`config.mk`:
```
export PLATFORM = sky130hd
export DESIGN_NAME = matmul_sched
export DESIGN_NICKNAME = d
export VERILOG_FILES = /design/src/rtl/matmul_pkg.sv /design/src/rtl/matmul_mac.sv /design/src/rtl/matmul_sched.sv
export SDC_FILE = /design/constraint.sdc
export NUM_CORES = 1
export LEC_CHECK = 0
export ABC_AREA = 1
export BUFFER_PORTS_ARGS = -buffer_cell sky130_fd_sc_hd__buf_4
export CORE_ASPECT_RATIO = 0.5
export CORE_UTILIZATION = 48
export CTS_CLUSTER_DIAMETER = 40
export DETAILED_ROUTE_END_ITERATION = 16
export PLACE_DENSITY_LB_ADDON = 0.2
export REMOVE_ABC_BUFFERS = 1
export SLEW_MARGIN = 20
export SYNTH_ARGS = -nofsm -noshare
export SYNTH_HDL_FRONTEND = slang
export SYNTH_SLANG_ARGS = --single-unit
```
`constraint.sdc`:
```
create_clock -name clk -period 7.5 [get_ports clk]
set_input_delay 1.125 -clock clk [delete_from_list [all_inputs] [get_ports clk]]
set_output_delay 1.125 -clock clk [all_outputs]
set_load 0.05 [all_outputs]
```
`src/rtl/matmul_pkg.sv`:
```
// Shared types and constants for the 2x2 matrix-multiply scheduler.
// The optional range check is enabled by defining MATMUL_RANGE_CHECK_EN.
package matmul_pkg;

  typedef enum logic [1:0] {IDLE, CALC, DONE} state_t;

  localparam int ELEM_W      = 2;
  localparam int RES_W       = 5;
  localparam int NUM_STEPS   = 8;
  localparam int MAX_OPERAND = 2;

  localparam int A11_OFS = 0;
  localparam int A12_OFS = 2;
  localparam int A21_OFS = 4;
  localparam int A22_OFS = 6;

  localparam int C11_OFS = 0;
  localparam int C12_OFS = 5;
  localparam int C21_OFS = 10;
  localparam int C22_OFS = 15;

  // Element index follows the operand packing: 0=x11, 1=x12, 2=x21, 3=x22.
  function automatic logic [ELEM_W-1:0] get_elem(input logic [7:0] m, input logic [1:0] idx);
    return m[{idx, 1'b0} +: ELEM_W];
  endfunction

  function automatic logic out_of_range(input logic [7:0] m);
    logic r;
    r = 1'b0;
    for (int i = 0; i < 4; i++) begin
      if (int'(get_elem(m, 2'(i))) > MAX_OPERAND) r = 1'b1;
    end
    return r;
  endfunction

endpackage

```
`src/rtl/matmul_mac.sv`:
```
// Shared 2x2-bit multiply with 5-bit accumulator; 'sum' is the value the
// accumulator takes on the next enabled edge, so it can be written out directly.
module matmul_mac
  import matmul_pkg::*;
(
  input  logic              clk,
  input  logic              reset,
  input  logic              en,
  input  logic              clear,
  input  logic [ELEM_W-1:0] a,
  input  logic [ELEM_W-1:0] b,
  output logic [RES_W-1:0]  sum
);

  logic [RES_W-1:0] acc;
  logic [RES_W-1:0] prod;

  always_comb begin
    prod = RES_W'(a) * RES_W'(b);
    sum  = (clear ? '0 : acc) + prod;
  end

  always_ff @(posedge clk) begin
    if (reset) acc <= '0;
    else if (en) acc <= sum;
  end

endmodule

```
`src/rtl/matmul_sched.sv`:
```
// 2x2 matrix multiply scheduled over 8 cycles on one shared MAC.
// Define MATMUL_RANGE_CHECK_EN to reject operands above MAX_OPERAND.
module matmul_sched
  import matmul_pkg::*;
(
  input  logic        clk,
  input  logic        reset,
  input  logic        ena,
  input  logic        in_valid,
  output logic        in_ready,
  input  logic [7:0]  a_in,
  input  logic [7:0]  b_in,
  output logic        out_valid,
  input  logic        out_ready,
  output logic [19:0] c_out,
  output logic        out_err,
  output logic        busy,
  output logic [7:0]  job_count
);

  state_t            state, state_next;
  logic [2:0]        step;
  logic [7:0]        a_reg, b_reg;
  logic              range_err;
  logic              step_last;
  logic              mac_en, mac_clear;
  logic [ELEM_W-1:0] mac_a, mac_b;
  logic [RES_W-1:0]  mac_sum;

  assign step_last = (step == 3'(NUM_STEPS - 1));

`ifdef MATMUL_RANGE_CHECK_EN
  logic err_q;

  assign range_err = out_of_range(a_in) | out_of_range(b_in);
  assign out_err   = err_q;

  always_ff @(posedge clk) begin
    if (reset) err_q <= 1'b0;
    else if (ena && state == IDLE && in_valid) err_q <= range_err;
  end
`else
  assign range_err = 1'b0;
  assign out_err   = 1'b0;
`endif

  always_ff @(posedge clk) begin
    if (reset) state <= IDLE;
    else state <= state_next;
  end

  always_comb begin
    state_next = state;
    case (state)
      IDLE: if (ena && in_valid) state_next = range_err ? DONE : CALC;
      CALC: if (ena && step_last) state_next = DONE;
      DONE: if (ena && out_ready) state_next = IDLE;
      default: state_next = IDLE;
    endcase
  end

  always_comb begin
    in_ready  = (state == IDLE);
    out_valid = (state == DONE);
    busy      = (state != IDLE);
  end

  // step[2:1] selects the result element (row, col); step[0] selects the inner-product term.
  assign mac_a     = get_elem(a_reg, {step[2], step[0]});
  assign mac_b     = get_elem(b_reg, {step[0], step[1]});
  assign mac_clear = ~step[0];
  assign mac_en    = ena && (state == CALC);

  matmul_mac u_mac (
    .clk   (clk),
    .reset (reset),
    .en    (mac_en),
    .clear (mac_clear),
    .a     (mac_a),
    .b     (mac_b),
    .sum   (mac_sum)
  );

  always_ff @(posedge clk) begin
    if (reset) begin
      step      <= '0;
      a_reg     <= '0;
      b_reg     <= '0;
      c_out     <= '0;
      job_count <= '0;
    end else if (ena) begin
      case (state)
        IDLE: begin
          if (in_valid) begin
            a_reg <= a_in;
            b_reg <= b_in;
            step  <= '0;
            if (range_err) c_out <= '0;
          end
        end
        CALC: begin
          step <= step + 3'd1;
          if (step[0]) begin
            case (step[2:1])
              2'd0: c_out[C11_OFS +: RES_W] <= mac_sum;
              2'd1: c_out[C12_OFS +: RES_W] <= mac_sum;
              2'd2: c_out[C21_OFS +: RES_W] <= mac_sum;
              default: c_out[C22_OFS +: RES_W] <= mac_sum;
            endcase
          end
        end
        DONE: begin
          if (out_ready) job_count <= job_count + 8'd1;
        end
        default: ;
      endcase
    end
  end

endmodule

```
==> summary.md <==
| Metric | Value |
|---|---|
| Final net count | `427` |
| Synth Warn # | `0` |
| Vias in the first global route | `about 2000` |
| Initial Util | `0.502` |
| CTS Buffer Depth | `2` |
| Sequential fraction of the synthesis area | `0.432` |
| Gate Count Post-Synth | `approximately 350` |
| Core area | `0.00498 mm2` |
| Crit Path Max Fanout | `16` |
| H-Tree Depth | `2` |
| Post-synth cell types | `28` |
| Gr usage total | `0.205` |
| Number of synthesized flops with an enable pin | `0` |
| Vias | `roughly 2300` |
| Max reg flops | `20` |
| Crit share post-route | `0.418` |
| Skew-Pair Late Insertion Delay | `0.31 ns` |
| TritonCTS Sinks | `54` |
| Leak | `0.00148 uW` |
| Top cell type's share of synthesized area | `0.432` |
| Initial drt markers | `101` |
| Fin Setup TNS | `0 ns` |
| Mapped Area | `0.00250 mm2` |
| Hold-fix buffers, CTS | `0` |
| Area Growth Syn to Fin | `20.8%` |
| Yosys reg bits | `between 50 and 60` |
| Worst Skew | `0.00819 ns` |
| Worst hold path type | `reg2reg` |
| Max Freq | `319 MHz` |
| TritonCTS clock tree | `done` |
| Pre-antenna DRT Iters | `4` |
| Worst reg2reg setup slack | `roughly 4.4 ns` |
| Total Wirelength | `around 5500 um` |
| Routed wl met2 | `between 2000 and 2500 um` |
| Ant diodes | `0` |
| Fraction of layout cells with a size suffix above 1 | `0.199` |
| Post-synth ARST share | `0` |
| Root buf cell | `clkbuf_8` |
| # Max-Cap Violations | `0` |
| Ports | `53` |
| Synth Flop Type | `dfxtp_1` |
| Avg WL per Cell | `11.9 um` |
| Die W | `~100 um` |
| Top post-synthesis cells by area | `dfxtp_1 43%, nor2_1 15%, o21ai_0 9.6%, nand2_1 5.9%, inv_1 5.1%` |
| Status | `complete, no violations` |
| Worst rel slew slack | `0.327` |
| Multi-input logic area | `~0.0012 mm2` |
| Via density | `4.89` |
| Final Max Tran Viols | `0` |
| Cell Rows | `18` |
| Biggest register | `c_out` |
| Critical path arrival | `around 3.4 ns` |
| CTS clk-pin slew, worst paths | `0.09 ns` |
| Final Hold Fails | `0` |
| Post-DP HPWL | `approximately 4000 um` |
| Final setup fails | `0` |
| Die Y | `about 53 um` |
| Pin count of the biggest net entering global routing | `44` |
| RD Place Congestion | `0.872` |
| Yosys top cell by area | `dfxtp_1` |
| Postcts setup bufs | `0` |
| Drt drc | `0` |
| Peak supply drop | `~0.093 mV` |
| Worst setup path class | `reg2reg` |
| Crit end category | `flip-flop` |
| WL met3 | `around 230 um` |
| RSZ-0062 raised after global routing | `no` |
| Port Buffers | `slightly above 50` |
| Grt total ovfl | `0` |
| Antenna violations before repair | `0` |
| Non-filler cells, final | `roughly 470` |
| Top Metal Used | `met4` |
| Fin crit period | `around 3.1 ns` |
| Detail Route Antenna Nets | `0` |
| Reg area | `between 0.001 and 0.0015 mm2` |
| # resized after CTS | `0` |
| Placed insts | `~460` |
| Data required, critical path | `7.75 ns` |
| Crit path launch type | `flip-flop` |
| First-pass GRT wire length | `8760 um` |
| DIE AREA | `around 0.0055 mm2` |
| Worst Tran Pin Value | `about 1 ns` |
| Power per Cell Area | `172 mW/mm2` |
| Routed met1 length | `roughly 2800 um` |
| Cts bufs inserted | `5` |
| Avg Cell Area, Syn | `7.20 um2` |
| Fill cells | `about 450` |
worst max-delay path, cell delays in order, from the launching register on:
cell     delay (ns)
dfxtp_1        0.65
inv_1          0.23
o21ai_0        0.23
o22a_1         0.17
nor2_1         0.06
fa_1           0.48
ha_1           0.25
fa_1           0.44
xor2_1         0.30
o21ai_0        0.14
nor2_1         0.13
cells in the final DEF, fill, tap and decap left out, types with 6 or more instances in the layout:
master / count
nand2_1: 39
buf_4: 51
nand3_1: 8
inv_1: 33
dfxtp_1: 54
ha_1: 8
a21oi_1: 9
o21ai_0: 48
nor2_1: 101
clkbuf_8: 6
inv_2: 6
area by class of cell:
cell class | count | area share
Clock buffer | 7 | 0.0286
Sequential cell | 54 | 0.358
Multi-Input combinational cell | 243 | 0.404
Clock inverter | 1 | 0.00166
Timing Repair Buffer | 51 | 0.127
Tap cell | 70 | 0.0290
Inverter | 41 | 0.0514
through the flow:
stage / power [uW] / hold slack [ns] / util / instance area [um2] / worst slack, ns
CTS: 522 / 0.491 / 0.607 / 3020 / 4.34
global placement: 356 / 0.465 / 0.588 / 2930 / 4.57
detailed placement: 358 / 0.470 / 0.588 / 2930 / 4.35
finish: 518 / 0.490 / 0.607 / 3020 / 4.36
floorplan: 338 / 0.450 / - / 2460 / 4.79
global route: 541 / 0.522 / 0.607 / 3020 / 4.12
per-layer routing:
layer  up-vias  global-route usage
met3         5              0.0530
met5         -                   0
met2        48               0.353
met1      1039               0.260
li1       1192                   -
met4         0              0.0571
synthesized netlist by cell type (2+ instances only):
cell and instances:
buf_4 2, ha_1 8, nand2_2 3, nand3_1 8, o22a_1 4, fa_1 2, nand3_2 3, nor3_4 2
inv_1 34, nor2_1 101, a21oi_1 9, o21ai_0 48, dfxtp_1 54, nor2_4 2, inv_2 6, nand4_1 4
nand2_1 39, nor2_2 3, clkbuf_1 6
report_power, final:
part           switching (uW)  internal [uW]  total, uW  leakage (uW)
sequential               5.99            295        301      0.000438
clock                    92.6           74.7        167     0.0000482
combinational            30.5           19.7       50.2      0.000998
total                     129            389        518       0.00148
logic make-up after synthesis:
logic type / Yosys count / share of synthesized area
flops: 54 / 0.432
buf+inv: 50 / 0.0791
compound gates: 63 / 0.134
xor+xnor: 1 / 0.00350
fa+ha+maj: 10 / 0.0561
simple gates: 168 / 0.293
other cells: 1 / 0.00150
worst paths after layout:
path         startpoint       end  depth (start not counted)
max             step[0]  c_out[8]                         10
min            b_reg[5]  b_reg[5]                          2
max reg2reg     step[0]  c_out[8]                         10
min reg2reg    b_reg[5]  b_reg[5]                          2
(Power assumes the default switching activity.)
